[config.mk]
export PLATFORM = sky130hd
export DESIGN_NAME = firmware_arbiter_m
export DESIGN_NICKNAME = d
export VERILOG_FILES = /design/src/rtl/firmware_arbiter_m_pkg.sv /design/src/rtl/firmware_arbiter_m_grant.sv /design/src/rtl/firmware_arbiter_m.sv
export SDC_FILE = /design/constraint.sdc
export NUM_CORES = 1
export LEC_CHECK = 0
export CAP_MARGIN = 40
export CORE_UTILIZATION = 45
export CTS_CLUSTER_DIAMETER = 200
export DETAILED_ROUTE_END_ITERATION = 7
export PLACE_DENSITY = 0.85
export SYNTH_ARGS = -nofsm -noshare
export SYNTH_HDL_FRONTEND = slang
export SYNTH_SLANG_ARGS = --single-unit
[constraint.sdc]
create_clock -name clk -period 2.9 [get_ports clk]
set_input_delay 0.435 -clock clk [delete_from_list [all_inputs] [get_ports clk]]
set_output_delay 0.435 -clock clk [all_outputs]
set_load 0.005 [all_outputs]
[src/rtl/firmware_arbiter_m_pkg.sv]
// Shared definitions for the firmware ROM arbiter: FSM states, owner IDs,
// wait-counter width and parameter legality helper.
// Optional feature macro: FIRMWARE_ARB_FAIRNESS_EN (see firmware_arb_grant_m).
package firmware_arbiter_m_pkg;

   typedef enum logic [1:0] {
      IDLE   = 2'd0,
      ACCESS = 2'd1,
      DONE   = 2'd2
   } arb_state_e;

   typedef enum logic {
      OWN_CPU = 1'b0,
      OWN_DMA = 1'b1
   } arb_owner_e;

   // Wait and starve counters both fit in 4 bits (legal range 1..15).
   localparam int unsigned CNT_W = 4;

   function automatic bit param_in_range(input int unsigned v);
      return (v >= 1) && (v <= 15);
   endfunction

endpackage

[src/rtl/firmware_arbiter_m_grant.sv]
// Winner select between CPU (C) and DMA (D) requesters.
// Default: strict C priority. With FIRMWARE_ARB_FAIRNESS_EN defined, a
// saturating starve counter hands a tie to D after MAX_STARVE lost ties.
module firmware_arb_grant_m
   import firmware_arbiter_m_pkg::*;
#(
   parameter int unsigned MAX_STARVE = 4
)
(
   input  logic clk,
   input  logic rst,
   input  logic cpu_req_i,
   input  logic dma_req_i,
   input  logic take_i,
   output logic grant_o,
   output logic owner_o
);

   assign grant_o = cpu_req_i | dma_req_i;

`ifdef FIRMWARE_ARB_FAIRNESS_EN
   localparam logic [CNT_W-1:0] STARVE_LIM = CNT_W'(MAX_STARVE);

   logic [CNT_W-1:0] starve_q, starve_d;
   logic             tie;

   assign tie = cpu_req_i & dma_req_i;

   // Winner: D alone, or D on a tie once C has won MAX_STARVE ties in a row.
   always_comb begin
      owner_o = OWN_CPU;
      if (dma_req_i && (!cpu_req_i || (starve_q == STARVE_LIM)))
         owner_o = OWN_DMA;
   end

   // Starve count: clear on any D grant, saturating +1 when C takes a tie.
   always_comb begin
      starve_d = starve_q;
      if (take_i) begin
         if (owner_o == OWN_DMA)
            starve_d = '0;
         else if (tie && (starve_q != '1))
            starve_d = starve_q + 1'b1;
      end
   end

   // Starve counter register.
   always_ff @(posedge clk) begin
      if (rst) starve_q <= '0;
      else     starve_q <= starve_d;
   end
`else
   logic unused_no_fairness;

   // Strict priority: D wins only when C is not requesting.
   always_comb begin
      owner_o = dma_req_i & ~cpu_req_i;
   end

   assign unused_no_fairness = &{1'b0, clk, rst, take_i};
`endif

endmodule

[src/rtl/firmware_arbiter_m.sv]
// Firmware ROM arbiter: shares one ROM between CPU fetch (C) and DMA/boot
// copier (D). IDLE grants, ACCESS holds select/address for ROM_WAIT cycles
// and captures data, DONE pulses the owner's ack for one cycle.
// Optional feature macro: FIRMWARE_ARB_FAIRNESS_EN (D anti-starvation).
module firmware_arbiter_m
   import firmware_arbiter_m_pkg::*;
#(
   parameter int unsigned ADDR_W     = 14,
   parameter int unsigned DATA_W     = 8,
   parameter int unsigned ROM_WAIT   = 2,
   parameter int unsigned MAX_STARVE = 4
)
(
   input  logic              clk,
   input  logic              rst,
   input  logic              cpu_req,
   input  logic [ADDR_W-1:0] cpu_addr,
   output logic              cpu_ack,
   output logic [DATA_W-1:0] cpu_data,
   input  logic              dma_req,
   input  logic [ADDR_W-1:0] dma_addr,
   output logic              dma_ack,
   output logic [DATA_W-1:0] dma_data,
   output logic [ADDR_W-1:0] rom_address,
   input  logic [DATA_W-1:0] rom_data,
   output logic              rom_select,
   output logic              busy
);

   if (!param_in_range(ROM_WAIT)) begin : g_bad_rom_wait
      $error("firmware_arbiter_m: ROM_WAIT must be 1..15");
   end
   if (!param_in_range(MAX_STARVE)) begin : g_bad_max_starve
      $error("firmware_arbiter_m: MAX_STARVE must be 1..15");
   end

   localparam logic [CNT_W-1:0] WAIT_LAST = CNT_W'(ROM_WAIT - 1);

   arb_state_e        state_q, state_d;
   arb_owner_e        owner_q, owner_d;
   logic [CNT_W-1:0]  cnt_q, cnt_d;
   logic [ADDR_W-1:0] addr_q, addr_d;
   logic [DATA_W-1:0] cpu_data_q, cpu_data_d;
   logic [DATA_W-1:0] dma_data_q, dma_data_d;
   logic              grant, win, take;

   assign take = (state_q == IDLE) & grant;

   firmware_arb_grant_m #(
      .MAX_STARVE (MAX_STARVE)
   ) u_grant (
      .clk       (clk),
      .rst       (rst),
      .cpu_req_i (cpu_req),
      .dma_req_i (dma_req),
      .take_i    (take),
      .grant_o   (grant),
      .owner_o   (win)
   );

   // Next-state: grant in IDLE, count and capture in ACCESS, ack in DONE.
   always_comb begin
      state_d    = state_q;
      owner_d    = owner_q;
      cnt_d      = cnt_q;
      addr_d     = addr_q;
      cpu_data_d = cpu_data_q;
      dma_data_d = dma_data_q;
      case (state_q)
         IDLE: begin
            if (grant) begin
               owner_d = arb_owner_e'(win);
               addr_d  = win ? dma_addr : cpu_addr;
               cnt_d   = '0;
               state_d = ACCESS;
            end
         end
         ACCESS: begin
            cnt_d = cnt_q + 1'b1;
            if (cnt_q == WAIT_LAST) begin
               if (owner_q == OWN_CPU) cpu_data_d = rom_data;
               else                    dma_data_d = rom_data;
               state_d = DONE;
            end
         end
         DONE:    state_d = IDLE;
         default: state_d = IDLE;
      endcase
   end

   // State and datapath registers; reset aborts any access in flight.
   always_ff @(posedge clk) begin
      if (rst) begin
         state_q    <= IDLE;
         owner_q    <= OWN_CPU;
         cnt_q      <= '0;
         addr_q     <= '0;
         cpu_data_q <= '0;
         dma_data_q <= '0;
      end else begin
         state_q    <= state_d;
         owner_q    <= owner_d;
         cnt_q      <= cnt_d;
         addr_q     <= addr_d;
         cpu_data_q <= cpu_data_d;
         dma_data_q <= dma_data_d;
      end
   end

   assign rom_address = addr_q;
   assign rom_select  = (state_q == ACCESS);
   assign busy        = (state_q == ACCESS) | (state_q == DONE);
   assign cpu_ack     = (state_q == DONE) & (owner_q == OWN_CPU);
   assign dma_ack     = (state_q == DONE) & (owner_q == OWN_DMA);
   assign cpu_data    = cpu_data_q;
   assign dma_data    = dma_data_q;

endmodule

==> results.yml <==
global_routing:
  grt_pass1_wl_um: 6350
  grt_max_degree: 30
  antenna_found_initial: 0
  grt_pass1_vias: 1489
  grt_usage_pct: 20.1
  gr-total-overflow: 0
logic_synthesis:
  syn_nets: 236
  seq_area_frac_synth_pct: 43.1
  synth_seq_cells: 37
  postSynthCellCount: 189
  avgSynthCellArea_um2: 9.09
  synth_cell_types: 31
  syn_area_um2: 1720
  ys_warn_count: 0
drt:
  wl_per_cell_um: 12.5
  route.detailed.drc: 0
  drt-initial-drc-count: 118
  via_per_inst: 5.23
  drtPass1Iterations: 4
  ant_nets: 0
  vias: 1601
  routed_wl_um: 3820
flow_run:
  cap_viol_max_count: 0
die:
  io_pins: 74
  die_height_um: 63.8
  num_rows: 22
  start_util_pct: 46.9
  coreArea_um2: 3660
  die-area_um2: 4070
  fp.dieW_um: 63.8
setup_path:
  start_kind: "flop"
  worstPathArrival_ns: 1.59
  path_class: "reg2out"
  crit_fanout: 7
  worstPathRequired_ns: 2.47
  cp-end-kind: "output pin"
pwr:
  p_leak_nw: 0.924
  ir_worst_vdd_uv: 338
  powerDensity_nw_per_um2: 656
  power_mw: 1.67
timing:
  fin_skew_ns: 0.00490
  slew_violations: 0
  max_slew_margin_pct: 41.9
  final.setup.tns_ns: 0
  rsz0062_at_grt: "false"
  post-route-period-util_pct: 69.8
  worstMarginPinSlew_ns: 0.868
  timing.fmax_mhz: 494
  hold_violations: 0
  final-setup-viol-count: 0
  final.min_clock_period_ns: 2.02
clock_tree:
  cts_made_buffers: 5
  cts_tree: "yes"
  cts_resized: 0
  clkSinkCount: 37
  post_cts.repair.setup_buffers: 0
  clk_latency_ns: 0.28
  htree_levels: 2
  hold_buffers: 0
  clockBufferDepth: 2
  root_buffer: "clkbuf_8"
  cts.reportedPaths.clkPinSlew_ns: 0.07
final_layout:
  nNetsFinal: 305
  num_antenna_cells: 0
  final_cell_mix: "73 x clkdlybuf4s50_1, 37 x dfxtp_1, 21 x a21oi_1"
  fill_cells: 314
  layout-area-overhead-vs-synth_pct: 47.8
  layout_commonest_cell: "clkdlybuf4s50_1"
  drive_above_1_share_pct: 5.04
placement:
  dpl.hpwl_um: 2850
  io_buffers: 73
  gp_congestion: 0.768
run_status:
  status: "completed"
hold_path:
  hp-class: "reg2reg"
-- cells by family (layout without fill, tap and decap cells) --
| family | count (synthesis) | after routing | synth area share [%] |
|---|---|---|---|
| AO/OA/AOI/OAI | 60 | 60 | 21.0 |
| AND/OR/NAND/NOR | 50 | 50 | 14.9 |
| flip-flops | 37 | 37 | 43.1 |
| buffers and inverters | 20 | 89 | 7.14 |
| multiplexers | 15 | 15 | 8.74 |
| adder cells (fa/ha/maj) | 7 | 7 | 5.10 |
-- worst paths after layout --
path	start	end	slack (ns)	cells past startpoint
max reg2reg	state_q[0]	cnt_q[3]	1.00	6
max	state_q[1]	rom_select	0.88	3
min reg2reg	dma_data[7]	dma_data[7]	0.48	2
min	dma_data[7]	dma_data[7]	0.48	2
-- cell usage after synthesis --
cell type       n  area, um2
buf_2           1       5.00
ha_1            7       87.6
nor3b_1         1       7.51
clkbuf_2        2       10.0
dfxtp_1        37        741
buf_4           1       7.51
nor3b_2         1       12.5
nand2b_1        1       6.26
o21a_1          1       7.51
buf_6           2       22.5
buf_1           1       3.75
nor2b_1         4       25.0
or3_1           2       12.5
clkbuf_8        2       27.5
and2_1          1       6.26
mux2i_1        15        150
a21oi_1        21        105
a221oi_2        1       15.0
and2_0          1       6.26
nand3_1        17       85.1
o31ai_1         2       15.0
o21ai_0        19       95.1
a211oi_1       15        113
or4_1           2       15.0
or3b_1          1       8.76
nand2_1         4       15.0
o211a_1         1       10.0
nor2_1         15       56.3
inv_1           5       18.8
dlygate4sd1_1   1       8.76
clkbuf_1        5       18.8
-- where the power goes --
part / leakage [nW] / internal [mW] / switching [mW]
combinational: 0.567 / 0.306 / 0.296
sequential: 0.303 / 0.594 / 0.0535
clock: 0.0540 / 0.250 / 0.167
-- flip-flops by register name (all words and copies together) (netlist names) --
register / flops
cpu_data: 8
owner_q: 1
cnt_q: 4
state_q: 2
dma_data: 8
rom_address: 14
-- routing by layer --
metal / global-route usage [%] / part of all wire, %
met5: 0 / 0
met4: 7.67 / 1.5
met3: 8.21 / 9.3
met2: 34.3 / 48
met1: 22.0 / 41
-- layout make-up --
type,count,area [um2],area share (%)
clock inverters,2,35.0,1.38
multi-input cells,132,855,33.7
clock buffers,5,68.8,2.71
flip-flops and latches,37,741,29.2
well taps,48,60.1,2.37
inverters,5,18.8,0.739
repair buffers,77,761,30.0
-- stage by stage --
| stage | hold WS (ns) | cells | cell area, um2 | setup WS, ns | util (%) |
|---|---|---|---|---|---|
| CTS | 0.478 | 306 | 2540 | 0.848 | 69.3 |
| global placement | 0.462 | 299 | 2430 | 0.908 | 66.5 |
| floorplan | 0.469 | 189 | 1720 | 1.26 | - |
| global route | 0.500 | 306 | 2540 | 0.757 | 69.3 |
| finish | 0.477 | 306 | 2540 | 0.876 | 69.3 |
| detailed placement | 0.469 | 299 | 2430 | 0.872 | 66.5 |
-- worst max-delay path, cell delays in order, from the launching register on --
cell and delay (ns):
dfxtp_1 0.32, inv_1 0.14, ha_1 0.31, clkdlybuf4s50_1 0.55
(Power assumes the default switching activity.)
